File: src/rtl/db_pkg.sv
// Shared constants for the four-channel push-button debouncer.
// Channel indices map the named board buttons onto the internal channel vector.
package db_pkg;

    localparam int unsigned DB_CH            = 4;
    localparam int unsigned CH_HS            = 0;
    localparam int unsigned CH_VS            = 1;
    localparam int unsigned CH_DF_UART       = 2;
    localparam int unsigned CH_DF_VGA        = 3;
    localparam int unsigned DB_LIMIT_DEFAULT = 4;

endpackage

File: src/rtl/debounce_channel.sv
// Single-channel debouncer: the output follows the input only after LIMIT consecutive differing samples.
// Optional rising-edge pulse output when DB_PULSE_EN is defined.
module debounce_channel #(
    parameter int unsigned LIMIT = 4
) (
    input  logic clk,
    input  logic rst_n,
    input  logic btn,
    output logic out
`ifdef DB_PULSE_EN
    ,
    output logic rise
`endif
);

    localparam int unsigned CW      = (LIMIT < 2) ? 1 : $clog2(LIMIT);
    localparam logic [CW-1:0] CNT_MAX = CW'(LIMIT - 1);

    logic          s_q, s_d;
    logic [CW-1:0] cnt_q, cnt_d;
    logic          out_q, out_d;
`ifdef DB_PULSE_EN
    logic          rise_q, rise_d;
`endif

    // The sample flop doubles as the synchronizer; cnt tracks samples disagreeing with out.
    always_comb begin
        s_d   = btn;
        cnt_d = cnt_q;
        out_d = out_q;
        if (s_q == out_q) begin
            cnt_d = '0;
        end else if (cnt_q == CNT_MAX) begin
            out_d = s_q;
            cnt_d = '0;
        end else begin
            cnt_d = cnt_q + CW'(1);
        end
`ifdef DB_PULSE_EN
        rise_d = (s_q != out_q) && (cnt_q == CNT_MAX) && s_q;
`endif
    end

    always_ff @(posedge clk or negedge rst_n) begin
        if (!rst_n) begin
            s_q    <= 1'b0;
            cnt_q  <= '0;
            out_q  <= 1'b0;
`ifdef DB_PULSE_EN
            rise_q <= 1'b0;
`endif
        end else begin
            s_q    <= s_d;
            cnt_q  <= cnt_d;
            out_q  <= out_d;
`ifdef DB_PULSE_EN
            rise_q <= rise_d;
`endif
        end
    end

    assign out = out_q;
`ifdef DB_PULSE_EN
    assign rise = rise_q;
`endif

endmodule

File: src/rtl/button_debouncer.sv
// Four-channel push-button debouncer (HS, VS, DF_UART, DF_VGA) feeding UART/VGA control.
// Define DB_PULSE_EN to add the one-cycle rise_* pulse outputs.
module button_debouncer
    import db_pkg::*;
#(
    parameter int unsigned LIMIT = DB_LIMIT_DEFAULT
) (
    input  logic clk,
    input  logic rst_n,
    input  logic btnHS,
    input  logic btnVS,
    input  logic btnDF_UART,
    input  logic btnDF_VGA,
    output logic HS,
    output logic VS,
    output logic DF_UART,
    output logic DF_VGA
`ifdef DB_PULSE_EN
    ,
    output logic rise_HS,
    output logic rise_VS,
    output logic rise_DF_UART,
    output logic rise_DF_VGA
`endif
);

    // A counter needs at least two states to filter anything.
    if (LIMIT < 2) begin : g_limit_check
        $error("button_debouncer: LIMIT must be >= 2");
    end

    logic [DB_CH-1:0] btn_vec;
    logic [DB_CH-1:0] out_vec;
`ifdef DB_PULSE_EN
    logic [DB_CH-1:0] rise_vec;
`endif

    assign btn_vec[CH_HS]      = btnHS;
    assign btn_vec[CH_VS]      = btnVS;
    assign btn_vec[CH_DF_UART] = btnDF_UART;
    assign btn_vec[CH_DF_VGA]  = btnDF_VGA;

    for (genvar g = 0; g < DB_CH; g++) begin : g_ch
        debounce_channel #(
            .LIMIT (LIMIT)
        ) u_ch (
            .clk   (clk),
            .rst_n (rst_n),
            .btn   (btn_vec[g]),
            .out   (out_vec[g])
`ifdef DB_PULSE_EN
            ,
            .rise  (rise_vec[g])
`endif
        );
    end

    assign HS      = out_vec[CH_HS];
    assign VS      = out_vec[CH_VS];
    assign DF_UART = out_vec[CH_DF_UART];
    assign DF_VGA  = out_vec[CH_DF_VGA];
`ifdef DB_PULSE_EN
    assign rise_HS      = rise_vec[CH_HS];
    assign rise_VS      = rise_vec[CH_VS];
    assign rise_DF_UART = rise_vec[CH_DF_UART];
    assign rise_DF_VGA  = rise_vec[CH_DF_VGA];
`endif

endmodule

File: config.mk
export PLATFORM = sky130hd
export DESIGN_NAME = button_debouncer
export DESIGN_NICKNAME = d
export VERILOG_FILES = /design/src/rtl/db_pkg.sv /design/src/rtl/debounce_channel.sv /design/src/rtl/button_debouncer.sv
export SDC_FILE = /design/constraint.sdc
export NUM_CORES = 1
export LEC_CHECK = 0
export BUFFER_PORTS_ARGS = -buffer_cell sky130_fd_sc_hd__buf_2
export CAP_MARGIN = 20
export CORE_MARGIN = 3
export CORE_UTILIZATION = 25
export DETAILED_ROUTE_END_ITERATION = 8
export SLEW_MARGIN = 5
export SYNTH_ARGS = -nofsm -noshare
export SYNTH_HDL_FRONTEND = slang
export SYNTH_SLANG_ARGS = --single-unit
export TNS_END_PERCENT = 100
File: constraint.sdc
create_clock -name clk -period 2.87 [get_ports clk]
set_input_delay 0 -clock clk [delete_from_list [all_inputs] [get_ports clk]]
set_output_delay 0 -clock clk [all_outputs]
set_load 0.01 [all_outputs]
; Word level (Yosys, flattened, before mapping)
; Index checks and enable logic that the tools add are counted.
[op_classes]
n_bitwise = 4
add_sub_neg = 4
reduce_logical = 4
mux = 8
n_eq_ne = 8
[ops]
columns = op, n
row1 = 2-to-1 mux 2 bit, 8
row2 = "adder 2 x 1 -> 2 bit, second input constant", 4
row3 = "== test 2 bit, second input constant", 4
row4 = AND reduction 2 bit, 4
row5 = == test 1 bit, 4
row6 = inverter 1 bit, 4
[totals]
inputBits = 6
out_inout_bits = 4
reg_bits = 16

; Logic depth before layout (Yosys ltp)
[logic_depth]
word_depth = 3
ltp_mapped = 2
ltp_nobuf = 2

; Cells and area by module
; Synthesis repeated with hierarchy kept, for this count alone.
[unflattened]
hier_cells = 36
hier_area_um2 = 595.6
[modules_own_cells]
columns = module, area_per_inst_um2, cells_each, instances
row1 = debounce_channel, 148.9, 9, 4

; Worst setup path before layout
; No wires, ideal clock.
[synth_timing]
kind = flip-flop to flip-flop
from = register g_ch[0].u_ch.cnt_q[0]
to = register g_ch[0].u_ch.out_q
stages_incl_launch_ff = 3
path_slack_ns = 1.857
synth_period_minus_slack_ns = 1.013
arrival_time_ns = 0.885
n_path_buf = 0
required_ns = 2.742
path_cell_list = dfrtp_1 ha_1 mux2_1
[synth_between]
elab_chain_cells = 2
[synth_lines]
columns = element, line
row1 = from (decl), debounce_channel.sv:20  ; logic [CW-1:0] cnt_q, cnt_d;
row2 = from (signal assigned), debounce_channel.sv:54  ; cnt_q <= cnt_d;
row3 = == test 2 bit, debounce_channel.sv:33  ; end else if (cnt_q == CNT_MAX) begin
row4 = AND reduction 2 bit (no line), -
row5 = to (signal assigned), debounce_channel.sv:55  ; out_q <= out_d;
row6 = to (decl), debounce_channel.sv:21  ; logic out_q, out_d;
; No other way between the ends.
; A chain may end at the register's enable or synchronous reset.

; Final worst setup path
[layout_timing]
from = register g_ch[2].u_ch.cnt_q[0]
to = register g_ch[2].u_ch.out_q
[layout_between]
elab_chain_cells = 2
[layout_lines]
columns = element, line
row1 = from (decl), debounce_channel.sv:20
row2 = from (signal assigned), debounce_channel.sv:54
row3 = == test 2 bit, debounce_channel.sv:33
row4 = AND reduction 2 bit (no line), -
row5 = to (signal assigned), debounce_channel.sv:55
row6 = to (decl), debounce_channel.sv:21
; No other way between the ends.

==> flow_metrics.py <==
metrics = {
    "synth": {
        "yosysSeqAreaShare_pct": 66.9,
        "ys_ff_latch": 16,
        "syn-instance-count": 36,
        "syn-cell-area_um2": 598,
        "syn-num-nets": 46,
        "yosysWarningCount": 0,
        "synthDistinctLibCells": 9,
        "syn_avg_cell_area_um2": 16.6,
    },
    "drt": {
        "dr.pass1.iters": 2,
        "wl_per_cell_um": 9.59,
        "drc": 0,
        "antenna_left": 0,
        "wirelength_um": 786,
        "drt_iter0_drc": 1,
        "vias": 324,
        "via_per_inst": 3.95,
    },
    "worst_setup_path": {
        "reg2regPathDepth": 2,
        "endpoint_kind": "register",
        "worstPathRequired_ns": 3.04,
        "crit_type": "reg2reg",
        "worst_setup_path_start_kind": "register",
        "r2r_start": "g_ch[2].u_ch.cnt_q[0]",
        "critPathArrivalTime_ns": 1.23,
        "path_max_fanout": 2,
        "reg2reg_slack_ns": 1.81,
        "r2r-end": "g_ch[2].u_ch.out",
    },
    "sta": {
        "setup_viol": 0,
        "setup_tns_ns": 0,
        "worst_slew_margin_rel_pct": 77.0,
        "worst_pin_slew_ns": 0.344,
        "finalMaxSlewViolations": 0,
        "fmax_ghz": 0.940,
        "clock_skew_ns": 0.00189,
        "hold_violations": 0,
        "rsz0062_at_grt": "false",
        "period_needed_ns": 1.06,
        "post-route-period-util_pct": 37.1,
    },
    "clock_tree": {
        "clk_pin_slew_ns": 0.09,
        "insertion_delay_ns": 0.27,
        "numCtsBuffers": 3,
        "cts_htree_levels": 1,
        "root_buffer": "clkbuf_4",
        "cts_sinks": 16,
        "cts_buffer_depth": 2,
        "cts_setup_buffers": 0,
        "cts_tree": "yes",
    },
    "global_routing": {
        "grt_pass1_vias": 331,
        "grt_pass1_wl_um": 1370,
        "overflow": 0,
        "track_usage_pct": 6.52,
        "antenna_found_initial": 0,
        "grt_max_degree": 17,
    },
    "power_and_ir_drop": {
        "p_per_area_mw_per_mm2": 909,
        "max-vdd-ir-drop_mv": 0.489,
        "p_leak_nw": 0.365,
    },
    "die": {
        "die_w_um": 54.9,
        "initial_core_util_pct": 26.8,
        "rows": 17,
        "die_area_mm2": 0.00302,
        "io_pins": 10,
        "core_area_mm2": 0.00223,
        "dieHeight_um": 54.9,
    },
    "layout": {
        "layout_commonest_cell": "dfrtp_1",
        "final_cell_mix": "16 x dfrtp_1, 9 x buf_2, 5 x dlygate4sd3_1, 4 x mux2_1, 4 x ha_1",
        "nets": 65,
        "antenna_cells": 0,
        "final_area_um2": 764,
        "syn2layout_area_growth_pct": 27.8,
        "drive_above_1_share_pct": 31.5,
    },
    "flow_run": {
        "cap_viol_max_count": 0,
    },
    "min_path": {
        "hold_path_class": "in2async",
    },
    "outcome": {
        "status": "finished clean",
    },
    "placed_design": {
        "dp_hpwl_um": 621,
        "dpl_cell_area_um2": 678,
        "portBuffers": 9,
        "gp_congestion": 0.633,
    },
}
## logic make-up (layout without fill, tap and decap cells)
kind of cell | Yosys count | after routing | synth area share [%]
fa+ha+maj | 4 | 4 | 8.37
xor+xnor | 4 | 4 | 5.86
buf+inv | 0 | 18 | 0
mux | 4 | 4 | 7.53
flops | 16 | 16 | 66.9
simple gates | 8 | 8 | 11.3
## repair_timing
item / in CTS / in global routing
hold buffers: 5 / 0
gates resized for setup: 0 / 0
hold endpoints to repair: 20 / 0
setup endpoints to repair: 0 / 0
## flip-flops by register name, summed over array words and instances, names as in the netlist
register	cells
g_ch.u_ch.cnt_q	8
g_ch.u_ch.out	4
g_ch.u_ch.s_q	4
## critical path, stage by stage (launching register included)
cell	delay [ns]
dfrtp_1	0.40
ha_1	0.24
mux2_1	0.31
## cell usage after synthesis
master | instances | share of area [%]
nor3b_2 | 1 | 2.1
ha_1 | 4 | 8.4
dfrtp_1 | 16 | 67
xor2_1 | 1 | 1.5
nor2b_1 | 3 | 3.1
and2_1 | 1 | 1.0
mux2_1 | 4 | 7.5
xnor2_1 | 3 | 4.4
nor3_2 | 3 | 5.0
## how the worst max path moves through the flow
stage | start | to | depth (start not counted)
global placement | g_ch[3].u_ch.cnt_q[0] | g_ch[3].u_ch.out | 2
CTS | g_ch[2].u_ch.cnt_q[0] | g_ch[2].u_ch.out | 2
global route | g_ch[3].u_ch.cnt_q[0] | g_ch[3].u_ch.out | 2
finish | g_ch[2].u_ch.cnt_q[0] | g_ch[2].u_ch.out | 2
floorplan | g_ch[0].u_ch.cnt_q[0] | g_ch[0].u_ch.out | 2
detailed placement | g_ch[2].u_ch.cnt_q[0] | g_ch[2].u_ch.out | 2
## per-stage QoR
step	worst slack (ns)	power, W	cells	hold slack (ns)	util (%)
floorplan	1.86	0.000490	36	-0.296	-
global placement	1.82	0.000550	73	-0.0751	30.4
detailed placement	1.81	0.000562	73	-0.0721	30.4
CTS	1.79	0.000709	82	0.176	34.2
global route	1.76	0.000754	82	0.206	34.2
finish	1.81	0.000695	82	0.161	34.2
## final cells by class
cell class                 instances  area (um2)
fill                             228        1470
sequential                        16         400
clock buffer                       4        36.3
multi-input combinational         20         198
tap                               28        35.0
timing repair buffer              14        95.1
## metal layers
metal	vias to the layer above	wire, um	track usage [%]
li1	160	-	-
met1	157	366	8.32
met2	7	380	9.25
met3	0	39	1.88
met4	0	0	4.86
met5	-	0	0
## power by group
group / leakage (nW) / internal (W) / switching (W)
Combinational: 0.147 / 0.000112 / 0.0000879
Sequential: 0.197 / 0.000303 / 0.0000510
Clock: 0.0210 / 0.0000771 / 0.0000642
(Power assumes the default switching activity.)
